**src/rtl/rr_mux_pkg.sv**
```systemverilog
// Shared types and helpers for the round-robin mux/arbiter block.
package rr_mux_pkg;

  // Arbitration mode carried by the RR parameter.
  typedef enum logic {
    ARB_FIXED = 1'b0,
    ARB_RR    = 1'b1
  } arb_mode_t;

  // Width of a channel index; never below one bit so N_CH=1 still has a port.
  function automatic int ch_w(input int n);
    return (n <= 1) ? 1 : $clog2(n);
  endfunction

endpackage

```
**src/rtl/rr_arbiter.sv**
```systemverilog
// Grant generator: rotate requests so the search starts after the last
// winner, priority-encode the lowest set bit, rotate the index back.
module rr_arbiter
  import rr_mux_pkg::*;
#(
  parameter int N_CH = 4,
  parameter int RR   = 1,
  localparam int CHW = ch_w(N_CH)
) (
  input  logic            clk,
  input  logic            rst,
  input  logic [N_CH-1:0] req,
  input  logic            advance,
  output logic [N_CH-1:0] grant_oh,
  output logic [CHW-1:0]  grant_idx
);

  localparam arb_mode_t      MODE    = (RR != 0) ? ARB_RR : ARB_FIXED;
  localparam logic [CHW-1:0] LAST_CH = CHW'(N_CH - 1);
  localparam logic [CHW:0]   N_EXT   = (CHW+1)'(N_CH);

  logic [CHW-1:0]    r_last;
  logic [CHW-1:0]    w_start;
  logic [CHW-1:0]    w_pe;
  logic [2*N_CH-1:0] w_dbl;
  logic [N_CH-1:0]   w_rot;
  logic              w_any;
  logic [CHW:0]      w_sum;

  // Search origin: one past the last winner (wrapping), or 0 in fixed mode.
  always_comb begin
    w_start = '0;
    if (MODE == ARB_RR && r_last != LAST_CH) w_start = r_last + 1'b1;
  end

  // Doubling the vector turns the rotation into a plain part-select.
  assign w_dbl = {req, req};
  assign w_rot = w_dbl[w_start +: N_CH];

  // Lowest set bit of the rotated vector (the last write in the loop wins).
  always_comb begin
    w_any = 1'b0;
    w_pe  = '0;
    for (int i = N_CH - 1; i >= 0; i--) begin
      if (w_rot[i]) begin
        w_any = 1'b1;
        w_pe  = CHW'(i);
      end
    end
  end

  // Undo the rotation: (pe + start) mod N_CH, both operands already < N_CH.
  assign w_sum = {1'b0, w_pe} + {1'b0, w_start};

  always_comb begin
    grant_idx = w_sum[CHW-1:0];
    if (w_sum >= N_EXT) grant_idx = CHW'(w_sum - N_EXT);
  end

  // One-hot view of the grant, empty when nobody requests.
  always_comb begin
    grant_oh = '0;
    if (w_any) grant_oh[grant_idx] = 1'b1;
  end

  // Pointer moves only on a real transfer, so stalls keep fairness intact.
  always_ff @(posedge clk) begin
    if (rst)                            r_last <= LAST_CH;
    else if (advance && MODE == ARB_RR) r_last <= grant_idx;
  end

endmodule

```
**src/rtl/rr_mux_arbiter.sv**
```systemverilog
// N-channel valid/ready mux with internal arbitration and a registered
// output stage; full throughput, no bubble on simultaneous drain and load.
module rr_mux_arbiter
  import rr_mux_pkg::*;
#(
  parameter int N_CH = 4,
  parameter int W    = 8,
  parameter int RR   = 1,
  localparam int CHW = ch_w(N_CH)
) (
  input  logic              clk,
  input  logic              rst,
  input  logic [N_CH-1:0]   in_valid,
  output logic [N_CH-1:0]   in_ready,
  input  logic [N_CH*W-1:0] in_data,
  output logic              out_valid,
  input  logic              out_ready,
  output logic [W-1:0]      out_data,
  output logic [CHW-1:0]    out_ch
);

  logic            r_out_valid;
  logic [W-1:0]    r_out_data;
  logic [CHW-1:0]  r_out_ch;

  logic            w_load;
  logic            w_any;
  logic            w_xfer;
  logic [N_CH-1:0] w_grant_oh;
  logic [CHW-1:0]  w_grant_idx;
  logic [W-1:0]    w_ch_data [N_CH];

  // Output register is free when empty or being drained this cycle.
  assign w_load = !r_out_valid || out_ready;
  assign w_any  = |w_grant_oh;
  assign w_xfer = w_load && w_any && !rst;

  assign in_ready = (w_load && !rst) ? w_grant_oh : '0;

  rr_arbiter #(
    .N_CH (N_CH),
    .RR   (RR)
  ) u_arb (
    .clk       (clk),
    .rst       (rst),
    .req       (in_valid),
    .advance   (w_xfer),
    .grant_oh  (w_grant_oh),
    .grant_idx (w_grant_idx)
  );

  // Unpack the flat data bus so the mux is a simple array index.
  for (genvar g = 0; g < N_CH; g++) begin : g_unpack
    assign w_ch_data[g] = in_data[g*W +: W];
  end

  // Output stage: load the granted word, go empty with no grant, hold on stall.
  always_ff @(posedge clk) begin
    if (rst) begin
      r_out_valid <= 1'b0;
      r_out_data  <= '0;
      r_out_ch    <= '0;
    end else if (w_load) begin
      if (w_any) begin
        r_out_valid <= 1'b1;
        r_out_data  <= w_ch_data[w_grant_idx];
        r_out_ch    <= w_grant_idx;
      end else begin
        r_out_valid <= 1'b0;
      end
    end
  end

  assign out_valid = r_out_valid;
  assign out_data  = r_out_data;
  assign out_ch    = r_out_ch;

endmodule
```
**config.mk**
```make
export PLATFORM = sky130hd
export DESIGN_NAME = rr_mux_arbiter
export DESIGN_NICKNAME = d
export VERILOG_FILES = /design/src/rtl/rr_mux_pkg.sv /design/src/rtl/rr_arbiter.sv /design/src/rtl/rr_mux_arbiter.sv
export SDC_FILE = /design/constraint.sdc
export NUM_CORES = 1
export LEC_CHECK = 0
export CAP_MARGIN = 20
export CORE_UTILIZATION = 42
export CTS_BUF_LIST = sky130_fd_sc_hd__clkbuf_2 sky130_fd_sc_hd__clkbuf_4 sky130_fd_sc_hd__clkbuf_8
export DETAILED_ROUTE_END_ITERATION = 6
export GPL_TIMING_DRIVEN = 0
export MAX_ROUTING_LAYER = met4
export PLACE_DENSITY = 0.86
export SLEW_MARGIN = 25
export SYNTH_ARGS = -nofsm -noshare
export SYNTH_HDL_FRONTEND = slang
export SYNTH_SLANG_ARGS = --single-unit
```
**constraint.sdc**
```tcl
create_clock -name clk -period 5.41 [get_ports clk]
set_input_delay 1.623 -clock clk [delete_from_list [all_inputs] [get_ports clk]]
set_output_delay 1.623 -clock clk [all_outputs]
set_load 0.02 [all_outputs]
```
==> reports/metrics.yaml <==
status: "completed"
dieArea_um2: 2820
peakVddDrop_v: 0.000265
syn_avg_cell_area_um2: 8.45
r2r_cells: 13
period_minus_slack_ps: 5290
fmax_mhz: 189
cp-end-kind: "output pin"
synth_top_area_share_pct: 23.7
fillers: 211
hold_slack_ps: 465
startpoint: "in_valid[3]"
core_area_um2: 2480
syn_inst: 130
antenna_found_initial: 0
fin_area_um2: 1650
synthArstFlopShare_pct: 0
share_comb_of_total_power_pct: 62.5
yosys.area.top_type: "dfxtp_1"
cts_tree: "built"
htreeDepth: 1
die_x_um: 53.1
vias_per_cell: 5.66
synth.area.top_cells: "dfxtp_1 (24%), mux2_4 (9.6%), o211ai_1 (9.6%), mux2i_1 (7.3%), nor2_1 (5.8%)"
ys.flop_type: "dfxtp_1"
dp_hpwl_um: 2420
min_from: "out_ch[0]"
cp_num_cells: 12
grt_overflow: 0
port_buffers: 49
switching_power_w: 0.000263
cp-start-kind: "primary input"
power_frac_seq_pct: 26.9
nets: 223
cts-root-buf: "clkbuf_4"
hold_viol_final: 0
ctsLongestPathBuffers: 2
cell_internal_pwr_w: 0.000353
gp_congestion: 0.819
synth_edf_count: 0
setup_viol: 0
netlist_top_cells_count: "nor2_1 (17), o211ai_1 (14), dfxtp_1 (13)"
fin_crit_sh_pct: 97.7
cts_hold_buf: 0
io_pins: 54
tightest_slew_ps: 595
ant_nets: 0
finClkSkew_ps: 1.03
max_stage_delay_ps: 390
path_buf_inv: 3
r2r_start: "u_arb.r_last[0]"
rows: 18
synth.ff_latch_count: 13
postLayoutCoreUtil_pct: 66.5
chipHeight_um: 53.1
slowest_stage: "or3_4"
relSlewSlack_pct: 60.2
multiInputGateArea_um2: 774
wl_um: 3160
drive_gt1_share_pct: 17.1
critical_path_required_ps: 3790
grt_usage_pct: 24.1
drc_errors: 0
area_delta_synth_final_pct: 50.0
dpl_cell_area_um2: 1630
clkPwrFrac_pct: 10.6
clk_pin_slew_worst_paths_ps: 90
synth_area_um2: 1100
p_per_area_nw_per_um2: 374
p_sw_share_pct: 42.7
post_drt_wl_per_cell_um: 15.0
critical_path_class: "in -> out"
syn_nets: 171
finalMaxSlewViolations: 0
crit_family: "simple AND/OR/NAND/NOR gates"
clk_latency_ps: 290
grt_max_degree: 11
hp-class: "reg -> reg"
synth_most_common_cell: "nor2_1"
grt_pass1_wl_um: 4730
clkSinkCount: 13
power_leakage_nw: 0.668
ys.warnings.count: 0
synth_cell_types: 34
start_util_pct: 44.3
cts_buffers: 3
synth-seq-area-share_pct: 23.7
ff_latch_area_um2: 260
crit_top_cell: "a21oi_1"
cp_max_fo: 17
vias: 1195
grt_pass1_vias: 1091
crit_chain: "buf_2 > nor2b_1 > a21oi_1 > nor2_1 > a211oi_1 > a21oi_1 > ha_2 > or3_4 > and2_4 > buf_6 > nor3b_2 > buf_4"
dr.pass1.iters: 4
critPathArrivalTime_ps: 3660
drt_iter0_markers: 24
antennaDiodeCount: 0
grt_setup_unrepaired: "false"
maxCapViolCount: 0
worstHoldPathCells: 2
==> cell usage in the layout (no fill, tap or decap), types with 2 or more instances in the layout <==
cell             synthesis  final
clkdlybuf4s50_1          0     44
nor2_1                  17     17
o211ai_1                14     14
dfxtp_1                 13     13
nand2_1                 12     12
mux2i_1                  8      8
a21oi_1                  8      7
mux2_4                   7      7
o311ai_1                 7      7
buf_6                    4      4
clkbuf_4                 0      4
nor2b_1                  3      3
o21bai_1                 3      3
o21ba_1                  3      3
clkbuf_1                 5      2
nor3_1                   3      2
o21ai_1                  2      2
buf_2                    0      2
clkbuf_2                 0      2
buf_4                    0      2
==> worst reg2reg max path: stages, from the launching register on <==
cell and delay [ps]:
dfxtp_1 380, ha_1 390, nand2_1 70, a21oi_1 170, nor2_1 60, a211oi_1 210
a21oi_1 70, ha_2 370, nor2b_1 120, buf_2 190, clkbuf_4 230, o211ai_1 120
mux2_4 280, o311ai_1 90
==> state kept, by name, indices dropped and copies added (netlist names) <==
register,flops
out_ch,2
out_data,8
u_arb.r_last,2
out_valid,1
==> final timing paths <==
path	end	slack, ps
max	in_ready[3]	120
min	out_ch[0]	460
max reg2reg	out_data[1]	2560
min reg2reg	out_ch[0]	460
==> power by group through the flow <==
stage | registers (W) | logic (W) | clock network, W
final | 0.000166 | 0.000385 | 0.0000652
after global routing | 0.000170 | 0.000413 | 0.0000715
after CTS | 0.000165 | 0.000404 | 0.0000670
after detailed placement | 0.000167 | 0.000395 | 0
after global placement | 0.000163 | 0.000387 | 0
after floorplan | 0.000198 | 0.000223 | 0
==> cells by family after synthesis <==
group	Yosys count	synth area share (%)
muxes	16	17.9
AOI/OAI and AO/OA	42	28.8
DFF	13	23.7
and+or+nand+nor	45	19.0
buffers and inverters	12	8.31
adders and majority gates	2	2.28
==> metrics by stage <==
| stage | power [W] | worst slack (ps) | TNS (ps) | cells |
|---|---|---|---|---|
| after detailed placement | 0.000562 | -1050 | -3650 | 209 |
| final | 0.000617 | 122 | 0 | 211 |
| after global routing | 0.000655 | 37.9 | 0 | 211 |
| after floorplan | 0.000421 | 16.8 | 0 | 130 |
| after global placement | 0.000551 | -1040 | -3470 | 209 |
| after CTS | 0.000637 | 72.3 | 0 | 212 |
==> area by class of cell <==
cell class | instances | share of cell area, %
multi-input combinational | 105 | 47.0
timing repair buffer | 49 | 28.8
sequential | 13 | 15.8
buffer | 9 | 4.25
tap | 30 | 2.28
clock buffer | 3 | 1.37
clock inverter | 1 | 0.304
inverter | 1 | 0.228
==> timing repair <==
item | in CTS | in global routing
pin swaps | 1 | 1
gates resized for setup | 28 | 3
gates cloned | 0 | 0
buffers inserted | 0 | 0
endpoints found under the setup margin | 4 | 4
==> layer usage <==
metal | share of wire [%] | up-vias | GRT usage (%)
met2 | 51 | 40 | 41.4
met3 | 5.4 | 8 | 6.03
met1 | 42 | 560 | 26.2
met5 | 0 | - | -
li1 | - | 587 | -
met4 | 1.4 | 0 | 10.5
No activity file was read; power rests on OpenSTA's default activity.
